<file path="src/rtl/fft_operand_fetch_if.sv">
// ---------------------------------------------------------------------------
// fft_operand_fetch_if
// Bundles the data-path signals around the FFT operand fetch block:
//   - AGU address beats    : addr_a_valid/addr_a (even), addr_b_valid/addr_b (odd)
//   - dual-port memory read: mem_ren, mem_addr_a/b, mem_rdata_a/b
//   - operand stream       : out_valid, out_ready, out_data_a/b
// master : the fetch block (drives the memory read port and the operand stream)
// slave  : its environment (AGUs, data memory and butterfly)
// ---------------------------------------------------------------------------
interface fft_operand_fetch_if #(
  parameter int AGU_BITWIDTH = 16,
  parameter int DATA_WIDTH   = 32
);
  logic                    addr_a_valid;
  logic [AGU_BITWIDTH-1:0] addr_a;
  logic                    addr_b_valid;
  logic [AGU_BITWIDTH-1:0] addr_b;
  logic                    mem_ren;
  logic [AGU_BITWIDTH-1:0] mem_addr_a;
  logic [AGU_BITWIDTH-1:0] mem_addr_b;
  logic [DATA_WIDTH-1:0]   mem_rdata_a;
  logic [DATA_WIDTH-1:0]   mem_rdata_b;
  logic                    out_valid;
  logic                    out_ready;
  logic [DATA_WIDTH-1:0]   out_data_a;
  logic [DATA_WIDTH-1:0]   out_data_b;

  modport master (
    input  addr_a_valid, addr_a, addr_b_valid, addr_b,
    input  mem_rdata_a, mem_rdata_b, out_ready,
    output mem_ren, mem_addr_a, mem_addr_b,
    output out_valid, out_data_a, out_data_b
  );

  modport slave (
    output addr_a_valid, addr_a, addr_b_valid, addr_b,
    output mem_rdata_a, mem_rdata_b, out_ready,
    input  mem_ren, mem_addr_a, mem_addr_b,
    input  out_valid, out_data_a, out_data_b
  );
endinterface

</file>
<file path="src/rtl/fft_operand_fetch.sv">
// ---------------------------------------------------------------------------
// fft_operand_fetch
// Converts paired even/odd AGU address beats into dual-port memory reads,
// captures the returned operand pairs one cycle later into a small FIFO and
// presents them to the butterfly with valid/ready. Upstream is never stalled:
// a return that finds the FIFO full is dropped and flagged (overflow), and
// malformed or out-of-burst address beats are flagged (pair_error).
// Ports:
//   clk, rst          clock, asynchronous active-high reset
//   start, burst_len  begin a burst of burst_len pairs (0 means 1), IDLE only
//   clear             synchronous flush of everything, back to IDLE
//   bus               address / memory / operand-stream bundle (master side)
//   fifo_count        FIFO occupancy
//   busy, done        burst in progress; pulse on the final pop of a burst
//   overflow          sticky, return dropped on a full FIFO
//   pair_error        sticky, unpaired valid or pair outside RUN
// ---------------------------------------------------------------------------
module fft_operand_fetch #(
  parameter int AGU_BITWIDTH = 16,
  parameter int DATA_WIDTH   = 32,
  parameter int FIFO_DEPTH   = 4,
  parameter int BURST_WIDTH  = 16
) (
  input  logic                           clk,
  input  logic                           rst,
  input  logic                           start,
  input  logic [BURST_WIDTH-1:0]         burst_len,
  input  logic                           clear,
  fft_operand_fetch_if.master            bus,
  output logic [$clog2(FIFO_DEPTH):0]    fifo_count,
  output logic                           busy,
  output logic                           done,
  output logic                           overflow,
  output logic                           pair_error
);
  localparam int PTR_W = $clog2(FIFO_DEPTH);
  localparam int CNT_W = PTR_W + 1;

  typedef enum logic [1:0] {ST_IDLE, ST_RUN, ST_DRAIN} state_t;

  state_t                 state_q, state_d;
  logic                   pending_q, pending_d;
  logic [BURST_WIDTH-1:0] burst_len_q, burst_len_d;
  logic [BURST_WIDTH-1:0] issue_cnt_q, issue_cnt_d;
  logic [BURST_WIDTH-1:0] pop_cnt_q, pop_cnt_d;
  logic [PTR_W-1:0]       wr_ptr_q, wr_ptr_d;
  logic [PTR_W-1:0]       rd_ptr_q, rd_ptr_d;
  logic [CNT_W-1:0]       count_q, count_d;
  logic                   overflow_q, overflow_d;
  logic                   pair_error_q, pair_error_d;

  // Operand pair storage, {even, odd}; contents need no reset because
  // occupancy alone decides what is visible.
  logic [2*DATA_WIDTH-1:0] fifo_mem [FIFO_DEPTH];

  logic ren, pop, push, full, both_valid, one_valid;

  always_comb begin
    both_valid = bus.addr_a_valid & bus.addr_b_valid;
    one_valid  = bus.addr_a_valid ^ bus.addr_b_valid;
    ren        = both_valid & (state_q == ST_RUN) & ~clear;
    full       = (count_q == CNT_W'(FIFO_DEPTH));
    pop        = (count_q != '0) & bus.out_ready & ~clear;
    // A full FIFO still accepts a push when the head leaves in the same cycle.
    push       = pending_q & ~clear & (~full | pop);

    state_d      = state_q;
    pending_d    = ren;
    burst_len_d  = burst_len_q;
    issue_cnt_d  = issue_cnt_q;
    pop_cnt_d    = pop_cnt_q;
    wr_ptr_d     = wr_ptr_q;
    rd_ptr_d     = rd_ptr_q;
    count_d      = count_q;
    overflow_d   = overflow_q;
    pair_error_d = pair_error_q;
    done         = 1'b0;

    if (clear) begin
      state_d      = ST_IDLE;
      pending_d    = 1'b0;
      issue_cnt_d  = '0;
      pop_cnt_d    = '0;
      wr_ptr_d     = '0;
      rd_ptr_d     = '0;
      count_d      = '0;
      overflow_d   = 1'b0;
      pair_error_d = 1'b0;
    end else begin
      if (pending_q & full & ~pop)
        overflow_d = 1'b1;
      if (one_valid | (both_valid & (state_q != ST_RUN)))
        pair_error_d = 1'b1;
      if (push)
        wr_ptr_d = wr_ptr_q + PTR_W'(1);
      if (pop)
        rd_ptr_d = rd_ptr_q + PTR_W'(1);
      count_d = count_q + CNT_W'(push) - CNT_W'(pop);
      if (ren)
        issue_cnt_d = issue_cnt_q + BURST_WIDTH'(1);
      if (pop & (state_q != ST_IDLE))
        pop_cnt_d = pop_cnt_q + BURST_WIDTH'(1);

      unique case (state_q)
        ST_IDLE: begin
          if (start) begin
            state_d     = ST_RUN;
            burst_len_d = (burst_len == '0) ? BURST_WIDTH'(1) : burst_len;
            issue_cnt_d = '0;
            pop_cnt_d   = '0;
          end
        end
        ST_RUN: begin
          if (issue_cnt_d == burst_len_q)
            state_d = ST_DRAIN;
        end
        ST_DRAIN: begin
          // Dropped pairs keep pop_cnt short of burst_len: parks here until clear.
          if (pop & (pop_cnt_d == burst_len_q)) begin
            state_d = ST_IDLE;
            done    = 1'b1;
          end
        end
        default: state_d = ST_IDLE;
      endcase
    end
  end

  always_ff @(posedge clk or posedge rst) begin
    if (rst) begin
      state_q      <= ST_IDLE;
      pending_q    <= 1'b0;
      burst_len_q  <= '0;
      issue_cnt_q  <= '0;
      pop_cnt_q    <= '0;
      wr_ptr_q     <= '0;
      rd_ptr_q     <= '0;
      count_q      <= '0;
      overflow_q   <= 1'b0;
      pair_error_q <= 1'b0;
    end else begin
      state_q      <= state_d;
      pending_q    <= pending_d;
      burst_len_q  <= burst_len_d;
      issue_cnt_q  <= issue_cnt_d;
      pop_cnt_q    <= pop_cnt_d;
      wr_ptr_q     <= wr_ptr_d;
      rd_ptr_q     <= rd_ptr_d;
      count_q      <= count_d;
      overflow_q   <= overflow_d;
      pair_error_q <= pair_error_d;
    end
  end

  always_ff @(posedge clk) begin
    if (push)
      fifo_mem[wr_ptr_q] <= {bus.mem_rdata_a, bus.mem_rdata_b};
  end

  logic [2*DATA_WIDTH-1:0] head;

  always_comb begin
    // Head is forced to zero while empty so the stream outputs read 0 in reset.
    head = (count_q != '0) ? fifo_mem[rd_ptr_q] : '0;
  end

  assign bus.mem_ren    = ren;
  assign bus.mem_addr_a = bus.addr_a;
  assign bus.mem_addr_b = bus.addr_b;
  assign bus.out_valid  = (count_q != '0);
  assign bus.out_data_a = head[2*DATA_WIDTH-1:DATA_WIDTH];
  assign bus.out_data_b = head[DATA_WIDTH-1:0];
  assign fifo_count     = count_q;
  assign busy           = (state_q != ST_IDLE);
  assign overflow       = overflow_q;
  assign pair_error     = pair_error_q;
endmodule
</file>
<file path="src/flat_wrapper.sv">
// flat-port wrapper written by rule: the top's interface ports become plain ports
module fft_operand_fetch_flat 
#(
  parameter int AGU_BITWIDTH = 16,
  parameter int DATA_WIDTH   = 32,
  parameter int FIFO_DEPTH   = 4,
  parameter int BURST_WIDTH  = 16
)
  (clk, rst, start, burst_len, clear, fifo_count, busy, done, overflow, pair_error, bus_addr_a_valid, bus_addr_a, bus_addr_b_valid, bus_addr_b, bus_mem_rdata_a, bus_mem_rdata_b, bus_out_ready, bus_mem_ren, bus_mem_addr_a, bus_mem_addr_b, bus_out_valid, bus_out_data_a, bus_out_data_b);
  fft_operand_fetch_if #(.AGU_BITWIDTH(AGU_BITWIDTH), .DATA_WIDTH(DATA_WIDTH)) bus_i ();
  input  logic clk;
  input  logic rst;
  input  logic start;
  input  logic [BURST_WIDTH-1:0] burst_len;
  input  logic clear;
  output logic [$clog2(FIFO_DEPTH):0] fifo_count;
  output logic busy;
  output logic done;
  output logic overflow;
  output logic pair_error;
  input wire logic [$bits(bus_i.addr_a_valid)-1:0] bus_addr_a_valid;
  input wire logic [$bits(bus_i.addr_a)-1:0] bus_addr_a;
  input wire logic [$bits(bus_i.addr_b_valid)-1:0] bus_addr_b_valid;
  input wire logic [$bits(bus_i.addr_b)-1:0] bus_addr_b;
  input wire logic [$bits(bus_i.mem_rdata_a)-1:0] bus_mem_rdata_a;
  input wire logic [$bits(bus_i.mem_rdata_b)-1:0] bus_mem_rdata_b;
  input wire logic [$bits(bus_i.out_ready)-1:0] bus_out_ready;
  output wire logic [$bits(bus_i.mem_ren)-1:0] bus_mem_ren;
  output wire logic [$bits(bus_i.mem_addr_a)-1:0] bus_mem_addr_a;
  output wire logic [$bits(bus_i.mem_addr_b)-1:0] bus_mem_addr_b;
  output wire logic [$bits(bus_i.out_valid)-1:0] bus_out_valid;
  output wire logic [$bits(bus_i.out_data_a)-1:0] bus_out_data_a;
  output wire logic [$bits(bus_i.out_data_b)-1:0] bus_out_data_b;
  assign bus_i.addr_a_valid = bus_addr_a_valid;
  assign bus_i.addr_a = bus_addr_a;
  assign bus_i.addr_b_valid = bus_addr_b_valid;
  assign bus_i.addr_b = bus_addr_b;
  assign bus_i.mem_rdata_a = bus_mem_rdata_a;
  assign bus_i.mem_rdata_b = bus_mem_rdata_b;
  assign bus_i.out_ready = bus_out_ready;
  assign bus_mem_ren = bus_i.mem_ren;
  assign bus_mem_addr_a = bus_i.mem_addr_a;
  assign bus_mem_addr_b = bus_i.mem_addr_b;
  assign bus_out_valid = bus_i.out_valid;
  assign bus_out_data_a = bus_i.out_data_a;
  assign bus_out_data_b = bus_i.out_data_b;
  fft_operand_fetch #(.AGU_BITWIDTH(AGU_BITWIDTH), .DATA_WIDTH(DATA_WIDTH), .FIFO_DEPTH(FIFO_DEPTH), .BURST_WIDTH(BURST_WIDTH)) u_core (.clk(clk), .rst(rst), .start(start), .burst_len(burst_len), .clear(clear), .bus(bus_i), .fifo_count(fifo_count), .busy(busy), .done(done), .overflow(overflow), .pair_error(pair_error));
endmodule
</file>
<file path="config.mk">
export PLATFORM = sky130hd
export DESIGN_NAME = fft_operand_fetch_flat
export DESIGN_NICKNAME = d
export VERILOG_FILES = /design/src/rtl/fft_operand_fetch_if.sv /design/src/rtl/fft_operand_fetch.sv /design/src/flat_wrapper.sv
export SDC_FILE = /design/constraint.sdc
export NUM_CORES = 1
export LEC_CHECK = 0
export ABC_AREA = 1
export CAP_MARGIN = 5
export CORE_MARGIN = 8
export CORE_UTILIZATION = 30
export DETAILED_ROUTE_END_ITERATION = 16
export SYNTH_ARGS = -nofsm -noshare
export SYNTH_HDL_FRONTEND = slang
export SYNTH_SLANG_ARGS = --single-unit
export TNS_END_PERCENT = 100
</file>
<file path="constraint.sdc">
create_clock -name clk -period 7.9 [get_ports clk]
set_input_delay 1.58 -clock clk [delete_from_list [all_inputs] [get_ports clk]]
set_output_delay 1.58 -clock clk [all_outputs]
set_load 0.005 [all_outputs]
</file>
==> run_results.csv <==
group,metric,value,unit
route,met1Wirelength,16600,µm
cts,clock_sinks,316,
route,vias_post_dr,10200,
timing,worst_slew_margin_rel,25.6,%
global_routing,grt.overflow.total,0,
logic_synthesis,syn_area,14100,µm²
status,outcome,"completed",
logic_synthesis,synth.area.top_cells,"sky130_fd_sc_hd__edfxtp_1, sky130_fd_sc_hd__dfrtp_1, sky130_fd_sc_hd__nor2_1",
timing,finalWorstPathRequiredPeriod,6.36,ns
logic_synthesis,synth_nets,1523,
cts,cts-root-buf,"sky130_fd_sc_hd__clkbuf_16",
timing,hold_violations,0,
logic_synthesis,synth_cell_types,36,
hold_path,hold_path_class,"flop to flop",
floorplan,start_util,30.4,%
job,cap_viol_max_count,0,
cells_and_area,design.final.nets,1640,
logic_synthesis,synth_cells,1394,
worst_setup_path,path_delay_family,"simple AND/OR/NAND/NOR gates",
worst_setup_path,path_max_fanout,30,
power_and_ir_drop,leakage,6.29,nW
logic_synthesis,share_of_the_synthesized_netlist_area_taken_by_xor_and_xnor_gates,0.778,%
timing,timing.clock.skew,0.0192,ns
worst_setup_path,critical-path-top-cell-by-count,"sky130_fd_sc_hd__nor2_1",
global_routing,grt_start_max_net_pins,86,
floorplan,coreArea,46600,µm²
placed_design,dp_worst_setup_slack,1.57,ns
logic_synthesis,synthMuxAreaShare,0,%
cts,post_cts_buffers,0,
logic_synthesis,synth_compound_area_share,8.88,%
power_and_ir_drop,internal_power,0.00324,W
floorplan,fp.dieH,233,µm
worst_setup_path,r2r.worst_path.cells,7,
logic_synthesis,synth-edff-count,256,
logic_synthesis,synth_commonest_cells,"sky130_fd_sc_hd__nor2_1, sky130_fd_sc_hd__edfxtp_1, sky130_fd_sc_hd__nand2_1",
route,detail-route-antenna-nets,0,
cts,cts.repair.resized,0,
worst_setup_path,arrival,4.78,ns
cts,numCtsBuffers,36,
route,remaining_drc_errors,0,
cts,clkSlewWorstSetupHoldPaths,0.06,ns
floorplan,die_width,233,µm
worst_setup_path,regToRegStartpoint,"u_core.fifo_count[1]",
cts,tritoncts,"yes",
logic_synthesis,synth.largest_area_cell,"sky130_fd_sc_hd__edfxtp_1",
timing,rsz0062_at_grt,"false",
route,finalWirelength,38500,µm
timing,max_freq,157,MHz
timing,setup_total_negative_slack,0,ns
hold_path,hold_path_depth,2,
logic_synthesis,synth_flop_cell,"sky130_fd_sc_hd__edfxtp_1",
cts,max-clock-path-buffers,3,
logic_synthesis,main_combinational_cell_family_by_area_after_synthesis,"simple AND/OR/NAND/NOR gates",
cells_and_area,post_route_cells_drive_above_1_share,6.64,%
route,dr_wl_met2,18200,µm
worst_setup_path,required_time_reported_for_the_critical_path_endpoint,6.32,ns
global_routing,grt_antenna_before_repair,1,
worst_setup_path,setup.worst_path.class,"input port to output pin",
timing,report.final.setup_viol,0,
power_and_ir_drop,clkPwrFrac,34.1,%
route,met3_length,2470,µm
route,wl_per_cell,18.0,µm
floorplan,dieArea,54300,µm²
power_and_ir_drop,power_frac_seq,41.5,%
worst_setup_path,crit_buf_inv,3,
global_routing,groute.usage.overall,14.0,%
power_and_ir_drop,power.density_cell_area,269,nW/µm²
cells_and_area,layout-area-overhead-vs-synth,22.0,%
placed_design,gp_congestion,0.837,
timing,final.setup.worst_slack,1.54,ns
placed_design,io_buffers,159,
global_routing,grt_pass1_wl,58400,µm
logic_synthesis,most_repeated_cell_in_the_gate_level_netlist_after_synthesis,"sky130_fd_sc_hd__nor2_1",
worst_setup_path,critPathMaxStageDelay,0.68,ns
worst_setup_path,r2r_end,"u_core.fifo_mem[1][40]",
logic_synthesis,synthSimpleGateAreaFrac,18.7,%
hold_path,hold_end,"u_core.overflow",
placed_design,dpl_hpwl,24100,µm
worst_setup_path,crit_path_cell_trace,"clkdlybuf4s50_1, inv_4, nand3_4, nor2_4, nand4_1, nand3_1, nand2_1, nor2_1, nand4_1, nor2_1, nand2_1, nor2_1, clkdlybuf4s50_1",
worst_setup_path,worst_setup_path_start_kind,"input port",
route,detail_route.iter0.violations,564,
hold_path,worst_hold_startpoint,"u_core.overflow",
timing,worstMarginPinSlew,1.12,ns
cts,cts_hold_buf,0,
power_and_ir_drop,sw_frac_of_total,30.2,%
logic_synthesis,synth_top_area_share,54.4,%
worst_setup_path,ff2ff_setup_slack,4.60,ns
floorplan,io-pin-count,224,
timing,timing.final.max_slew_violations,0,
logic_synthesis,synth.yosys.seq_area_share,65.0,%
timing,fin_crit_share,80.5,%
worst_setup_path,crit_path_top_delay_cell,"sky130_fd_sc_hd__clkdlybuf4s50_1",
cts,clk_latency,0.54,ns
cells_and_area,diodes,0,
route,avgViaCountPerCell,4.74,
route,firstDrtPassIters,5,
logic_synthesis,async_flop_share,19.0,%
logic_synthesis,synth_adder_area_share,0.938,%
power_and_ir_drop,ir_drop,0.184,mV
floorplan,num_rows,79,
power_and_ir_drop,share_comb_of_total_power,24.5,%
route,top_signal_layer_used,"met5",
worst_setup_path,critical_path_end_type,"output pin",
power_and_ir_drop,net-switching-power,0.00140,W
logic_synthesis,postSynthAreaPerCell,10.1,µm²
logic_synthesis,yosysWarnings,0,
cts,clock_tree.htree_level_count,2,
logic_synthesis,yosys_register_bits,316,
global_routing,grt_pass1_vias,10100,
[cell usage in the layout, fill, tap and decap left out, drive strengths merged, types with 6 or more instances in the layout]
cell	instances
nor2	337
edfxtp	256
nand2	217
clkdlybuf4s50	159
o21ai	155
a21oi	87
inv	81
dfrtp	60
nand3	58
clkbuf	45
clkinv	14
buf	12
nand3b	9
nand4	9
ha	9
xor2	6
[power by group through the flow]
| stage | registers [W] | logic [W] | clock network (W) |
|---|---|---|---|
| 6_report | 0.00193 | 0.00114 | 0.00158 |
| 5_1_grt | 0.00193 | 0.00126 | 0.00169 |
| 4_1_cts | 0.00193 | 0.00117 | 0.00163 |
| 3_5_place_dp | 0.00196 | 0.00116 | 0 |
| 3_3_place_gp | 0.00196 | 0.00116 | 0 |
| 2_1_floorplan | 0.00191 | 0.000586 | 0 |
[through the flow]
stage	cells	hold slack [ns]	instance area, µm²	total power [W]	util [%]
finish	2144	0.512	17300	0.00465	37.1
global route	2144	0.563	17300	0.00489	37.1
floorplan	1394	0.486	14100	0.00250	-
CTS	2144	0.528	17300	0.00473	37.1
global placement	2080	0.503	16100	0.00312	34.7
detailed placement	2080	0.514	16100	0.00312	34.7
[sequential cells by signal (all words and copies together), names as in the netlist]
name,flops
u_core.issue_cnt_q,16
u_core.pending_q,1
u_core.fifo_mem,256
u_core.fifo_count,3
u_core.rd_ptr_q,2
u_core.overflow,1
u_core.pop_cnt_q,16
u_core.state_q,2
u_core.wr_ptr_q,2
u_core.pair_error,1
u_core.burst_len_q,16
[routing by layer]
metal	vias up	GRT usage, %
met5	-	0
met4	2	5.04
met3	98	3.42
met2	284	23.3
met1	4862	17.4
li1	4925	-
[worst max-delay path by stage]
stage | from | to | slack [ns] | depth (start not counted)
after floorplan | clear | u_core.fifo_mem[0][0] | 2.56 | 6
after global placement | clear | done | 1.61 | 13
after detailed placement | clear | done | 1.57 | 13
after CTS | clear | done | 1.54 | 13
after global routing | clear | done | 1.24 | 13
final | clear | done | 1.54 | 13
[layout make-up]
type	count	area, µm²
well taps	607	759
clock buffers	45	976
flip-flops and latches	316	9190
inverters	81	308
fillers	4574	29300
clock inverters	19	146
repair buffers	171	1680
multi-input cells	905	4200
[worst register-to-register path: cells and delay by family, from the launching register on]
family,cells,cell delay (ns)
AND/OR/NAND/NOR,5,1.68
buffers and inverters,2,0.73
flip-flops,1,0.52
[logic make-up (layout without fill, tap and decap cells)]
| family | Yosys count | count (layout) |
|---|---|---|
| AND/OR/NAND/NOR | 637 | 637 |
| flip-flops | 316 | 316 |
| XOR/XNOR | 11 | 11 |
| adder cells (fa/ha/maj) | 10 | 10 |
| AO/OA/AOI/OAI | 247 | 247 |
| buffers and inverters | 173 | 316 |
(Power assumes the default switching activity.)
